--- config.mk ---
export PLATFORM = sky130hd
export DESIGN_NAME = alu_main
export DESIGN_NICKNAME = d
export VERILOG_FILES = /design/src/rtl/alu_pkg.sv /design/src/rtl/alu_addsub.sv /design/src/rtl/alu_main.sv
export SDC_FILE = /design/constraint.sdc
export NUM_CORES = 1
export LEC_CHECK = 0
export CAP_MARGIN = 20
export CELL_PAD_IN_SITES_DETAIL_PLACEMENT = 0
export CELL_PAD_IN_SITES_GLOBAL_PLACEMENT = 2
export CORE_ASPECT_RATIO = 1.25
export CORE_UTILIZATION = 38
export DETAILED_ROUTE_END_ITERATION = 16
export PLACE_DENSITY = 0.89
export SYNTH_ARGS = -nofsm -noshare
export SYNTH_HDL_FRONTEND = slang
export SYNTH_SLANG_ARGS = --single-unit
--- constraint.sdc ---
create_clock -name clk -period 9.05 [get_ports clk]
set_input_delay 0.905 -clock clk [delete_from_list [all_inputs] [get_ports clk]]
set_output_delay 0.905 -clock clk [all_outputs]
set_load 0.05 [all_outputs]
--- src/rtl/alu_pkg.sv ---
// rtl/alu_pkg.sv - opcode constants and data width for the execute-stage ALU
// Contents: WIDTH (data width), OP_* operation codes for the 4-bit control input.
package alu_pkg;

  localparam int WIDTH = 32;

  localparam logic [3:0] OP_ADD  = 4'd0;
  localparam logic [3:0] OP_SUB  = 4'd1;
  localparam logic [3:0] OP_AND  = 4'd2;
  localparam logic [3:0] OP_OR   = 4'd3;
  localparam logic [3:0] OP_XOR  = 4'd4;
  localparam logic [3:0] OP_NOR  = 4'd5;
  localparam logic [3:0] OP_SLL  = 4'd6;
  localparam logic [3:0] OP_SRL  = 4'd7;
  localparam logic [3:0] OP_SRA  = 4'd8;
  localparam logic [3:0] OP_SLT  = 4'd9;
  localparam logic [3:0] OP_SLTU = 4'd10;
  localparam logic [3:0] OP_MUL  = 4'd11;

endpackage

--- src/rtl/alu_addsub.sv ---
// rtl/alu_addsub.sv - 32-bit adder with optional B inversion and carry-in
// Ports: a, b (operands), sub (1 = compute a + ~b + 1),
//        sum (low 32 bits), carry (bit 32 of the sum), overflow (signed overflow).
module alu_addsub
  import alu_pkg::*;
(
  input  logic [WIDTH-1:0] a,
  input  logic [WIDTH-1:0] b,
  input  logic             sub,
  output logic [WIDTH-1:0] sum,
  output logic             carry,
  output logic             overflow
);

  logic [WIDTH-1:0] b_eff;

  assign b_eff = sub ? ~b : b;
  assign {carry, sum} = {1'b0, a} + {1'b0, b_eff} + {{WIDTH{1'b0}}, sub};
  // Signs of the actual addends agree but the result sign differs.
  assign overflow = (a[WIDTH-1] == b_eff[WIDTH-1]) && (sum[WIDTH-1] != a[WIDTH-1]);

endmodule

--- src/rtl/alu_main.sv ---
// rtl/alu_main.sv - registered 32-bit integer ALU (execute stage), one-cycle latency
// Ports: clk, rst (sync active-high), A, B, control (opcode) in;
//        S, carry, overflow, lessthan, equalto, zero registered out.
// Build option: define ALU_MUL_EN to implement opcode 11 as the low 32 bits of A*B;
//        otherwise opcode 11 is reserved and no multiplier exists.
module alu_main
  import alu_pkg::*;
(
  input  logic             clk,
  input  logic             rst,
  input  logic [WIDTH-1:0] A,
  input  logic [WIDTH-1:0] B,
  input  logic [3:0]       control,
  output logic [WIDTH-1:0] S,
  output logic             carry,
  output logic             overflow,
  output logic             lessthan,
  output logic             equalto,
  output logic             zero
);

  logic [WIDTH-1:0] add_sum;
  logic             add_carry;
  logic             add_ovf;
  logic             add_sub;
  logic [4:0]       shamt;
  logic [WIDTH-1:0] s_c;
  logic             carry_c;
  logic             ovf_c;
  logic             lt_c;
  logic             eq_c;

  // Only ADD uses the true sum; SUB, SLT and SLTU all need A - B.
  assign add_sub = (control != OP_ADD);
  assign shamt   = B[4:0];

  alu_addsub u_addsub (
    .a        (A),
    .b        (B),
    .sub      (add_sub),
    .sum      (add_sum),
    .carry    (add_carry),
    .overflow (add_ovf)
  );

  assign lt_c = ($signed(A) < $signed(B));
  assign eq_c = (A == B);

  always_comb begin
    s_c     = '0;
    carry_c = 1'b0;
    ovf_c   = 1'b0;
    case (control)
      OP_ADD, OP_SUB: begin
        s_c     = add_sum;
        carry_c = add_carry;
        ovf_c   = add_ovf;
      end
      OP_AND:  s_c = A & B;
      OP_OR:   s_c = A | B;
      OP_XOR:  s_c = A ^ B;
      OP_NOR:  s_c = ~(A | B);
      OP_SLL:  s_c = A << shamt;
      OP_SRL:  s_c = A >> shamt;
      OP_SRA:  s_c = $unsigned($signed(A) >>> shamt);
      // Signed less-than from A - B: sign of the difference corrected by overflow.
      OP_SLT:  s_c = {{(WIDTH-1){1'b0}}, add_sum[WIDTH-1] ^ add_ovf};
      // Unsigned less-than: a borrow (no carry-out) means A < B.
      OP_SLTU: s_c = {{(WIDTH-1){1'b0}}, ~add_carry};
`ifdef ALU_MUL_EN
      OP_MUL:  s_c = A * B;
`endif
      default: s_c = '0;
    endcase
  end

  always_ff @(posedge clk) begin
    if (rst) begin
      S        <= '0;
      carry    <= 1'b0;
      overflow <= 1'b0;
      lessthan <= 1'b0;
      equalto  <= 1'b0;
      zero     <= 1'b1;
    end else begin
      S        <= s_c;
      carry    <= carry_c;
      overflow <= ovf_c;
      lessthan <= lt_c;
      equalto  <= eq_c;
      zero     <= (s_c == '0);
    end
  end

endmodule

==> metrics.md <==
| Metric | Value |
|---|---|
| Status | complete, no violations |
| Number of port buffers | around 110 |
| CP Class | in2reg |
| Gpl congestion | 1.03 |
| Synth Area in XOR/XNOR | approximately 3.7% |
| DR DRC count | 0 |
| DRT antenna net count | 0 |
| Area of the multi-input gates | approximately 9400 um^2 |
| Total global routing overflow | 0 |
| Rows | 69 |
| Async SR Flop Fraction | 0% |
| Largest family of logic cells by synthesized area | compound AO/OA/AOI/OAI gates |
| Post-synthesis mux area share | 19.3% |
| Area Overhead vs Synth | 12.9% |
| Worst setup SP type | input port |
| Dominant synthesized flop cell | dfxtp_1 |
| Initial antenna violation count | 2 |
| Post-CTS sizing | 0 |
| Dpl hpwl | about 41 mm |
| First-pass GRT wire length | about 77 mm |
| WP buf/inv | 3 |
| Fin. max-slew vios | 0 |
| WL/cell | 28.9 um |
| H-tree Lvls | 2 |
| N_diodes | 0 |
| Post-route clock period utilization | about 67% |
| Worst-path clk slew | around 0.060 ns |
| Largest net degree at the start of global routing | 54 |
| Post-CTS Setup Bufs | 0 |
| Core area | about 28000 um^2 |
| Synth Area in Simple Gates | about a fifth |
| Worst vdd ir | 0.000172 V |
| Mean Syn Cell Area | about 7.6 um^2 |
| Compound-Gate Fraction of Synth Area | between 20% and 30% |
| Worst-Margin Slew | ~1.1 ns |
| Clock Path Buffers | 2 |
| Met2 WL | around 24 mm |
| CP delay by family, top | simple AND/OR/NAND/NOR gates |
| Slew headroom | 26.8% |
| Synth area leader | ha_1 |
| MaxCap Viol Count | 0 |
| Critical path depth | 16 |
| Final Hold Viols | 0 |
| Leakage | ~5 nW |
| DR vias/cell | roughly 6.7 |
| CP arrival | around 6.3 ns |
| Synth unique cells | 87 |
| Hold depth | 3 |
| Adder-cell share of the synthesized area | 15.1% |
| Main area contributors after synthesis | ha_1 15%, mux4_2 9.4%, dfxtp_1 6.7%, mux2i_1 5.8%, nand2_1 4.6% |
| Req. time, crit path | around 9.3 ns |
| Detailed-route via count | ~12000 |
| CTS tree | yes |
| Worst min path class | in2reg |
| Clock Sinks | 37 |
| Total power | 0.00115 W |
| Initial DRT Pass Iterations | 6 |
| FILL cells | 2955 |
| Top cell type's share of synthesized area | 14.9% |
| Clk Tree Root Cell | clkbuf_16 |
| #FFs+latches synth | 37 |
| Post-Syn Instances | between 1000 and 1500 |
| Horiz. Die Dim | 154 um |
| Num CTS Buffers | 5 |
| I/O Pins | around 110 |
| RSZ-0062 raised after global routing | false |
| Total wire length | 52.8 mm |
| Total track usage | a little over a third |
| Maximum clock rate | 0.165 GHz |
| Period minus WS final | slightly above 6 ns |
| Hold Slack | approximately 1.5 ns |
| Final design utilization | between 40 and 50% |
| Met1 WL | 21.5 mm |
| Effective utilization at floorplan | between 30% and 40% |
| Die height | 192 um |
| Pwr/cell area | approximately 92 nW/um^2 |
| CP Cell Sequence | clkdlybuf4s50_1 -> buf_4 -> nor4_4 -> buf_4 -> xnor2_1 -> fa_1 -> a21o_1 -> a221oi_1 -> o21ai_0 -> mux2_2 -> o21ai_0 -> nor4_1 -> nand4_1 -> nor4bb_1 -> and4_1 -> a41o_1 |
| Max FO, Critical Path | 38 |
| Slowest cell on the critical path | a221oi_1 |
| Nets | between 1500 and 2000 |
| Vias in the first global route | approximately 12000 |
| Die area | around 30000 um^2 |
| Number of synthesized flops with an enable pin | 0 |
| Max layer used | met5 |
| Met3 wire len | about 4.5 mm |
| Synth Cell Area | around 11000 um^2 |
| Setup TNS | 0 ns |
| Synthesized Nets | 1656 |
| Max incr delay on CP | 0.74 ns |
| Layout cell share with drive strength beyond 1 | roughly 11% |
| Syn. warnings | 0 |
| Post-synthesis sequential area ratio | between 6 and 7% |
| Iter 0 DRT Violations | approximately 1300 |
| FF+latch area | around 740 um^2 |
| # setup viols final | 0 |
| Crit end category | register |
| CTS Hold Bufs | 0 |
[logic make-up (layout without fill, tap and decap cells)]
kind of cell | Yosys count | in the layout
xor gates and xnor gates | 47 | 47
DFF | 37 | 37
adders and majority gates | 132 | 132
and+or+nand+nor | 450 | 450
AOI/OAI and AO/OA | 419 | 419
buffers and inverters | 219 | 239
muxes | 150 | 150
[synth_stat cells (8+ instances only)]
cell         n
nand2_1    135
ha_1       131
nor2_1     106
a21oi_1     99
clkbuf_1    91
inv_1       81
mux2i_1     64
o21ai_0     52
mux4_2      46
mux2_2      40
xnor2_1     40
dfxtp_1     37
nand3_1     34
a221oi_1    29
nor3_1      27
a211oi_1    24
nor2b_1     24
nand4_1     23
a21o_1      21
o211ai_1    20
o22ai_1     19
buf_1       17
buf_2       16
nor4_1      16
nand2b_1    15
o221ai_1    15
o21bai_1    14
a22oi_1     13
buf_4       11
o21a_1      11
a31oi_1     10
and3_1      10
o2111ai_1   10
and2_1       8
[power by group]
group / internal (W) / total [W] / switching, W
logic: 0.000289 / 0.000792 / 0.000503
registers: 0.000176 / 0.000179 / 0.00000356
clock network: 0.000101 / 0.000175 / 0.0000736
total: 0.000566 / 0.00115 / 0.000580
[stage by stage]
step / cell area (um^2) / instances / setup WS (ns)
global placement: 12300 / 1821 / 2.54
detailed placement: 12300 / 1822 / 2.81
CTS: 12400 / 1829 / 3.08
floorplan: 11000 / 1454 / 4.14
finish: 12400 / 1829 / 2.99
global route: 12400 / 1829 / 2.73
[cell type report]
class                           instances  area share, %
Clock inverter                          1         0.0705
Timing Repair Buffer                  149           11.0
Tap cell                              355           3.57
Multi-Input combinational cell       1198           75.8
Clock buffer                            6           1.04
Sequential cell                        37           5.96
Inverter                               83           2.51
[layer usage]
layer / vias to the layer above / GRT usage [%]
met4: 2 / 18.6
met5: - / 0
li1: 5480 / -
met1: 5940 / 46.2
met3: 156 / 4.13
met2: 734 / 57.0
[final timing paths]
| check | start | to |
|---|---|---|
| setup / recovery | control[0] | zero |
| hold / removal | rst | S[31] |
[registers in the layout, indices dropped and copies added (netlist names)]
name and count:
S 32, carry 1, equalto 1, lessthan 1, overflow 1, zero 1
[cell usage in the layout, fill, tap and decap left out, drive strengths merged, types with 14 or more instances in the layout]
master	count
nor2	106
nand3	34
clkdlybuf4s50	102
buf	46
o21ai	54
nand2	135
a21o	21
xnor2	40
a221oi	29
mux2	40
mux2i	64
nand4	23
inv	82
o22ai	19
nand2b	15
o21bai	14
dfxtp	37
a211oi	25
nor2b	24
mux4	46
ha	131
a21oi	99
o221ai	15
nor3	27
nor4	17
o211ai	20
Note: power is estimated with default switching activity, not from simulation.
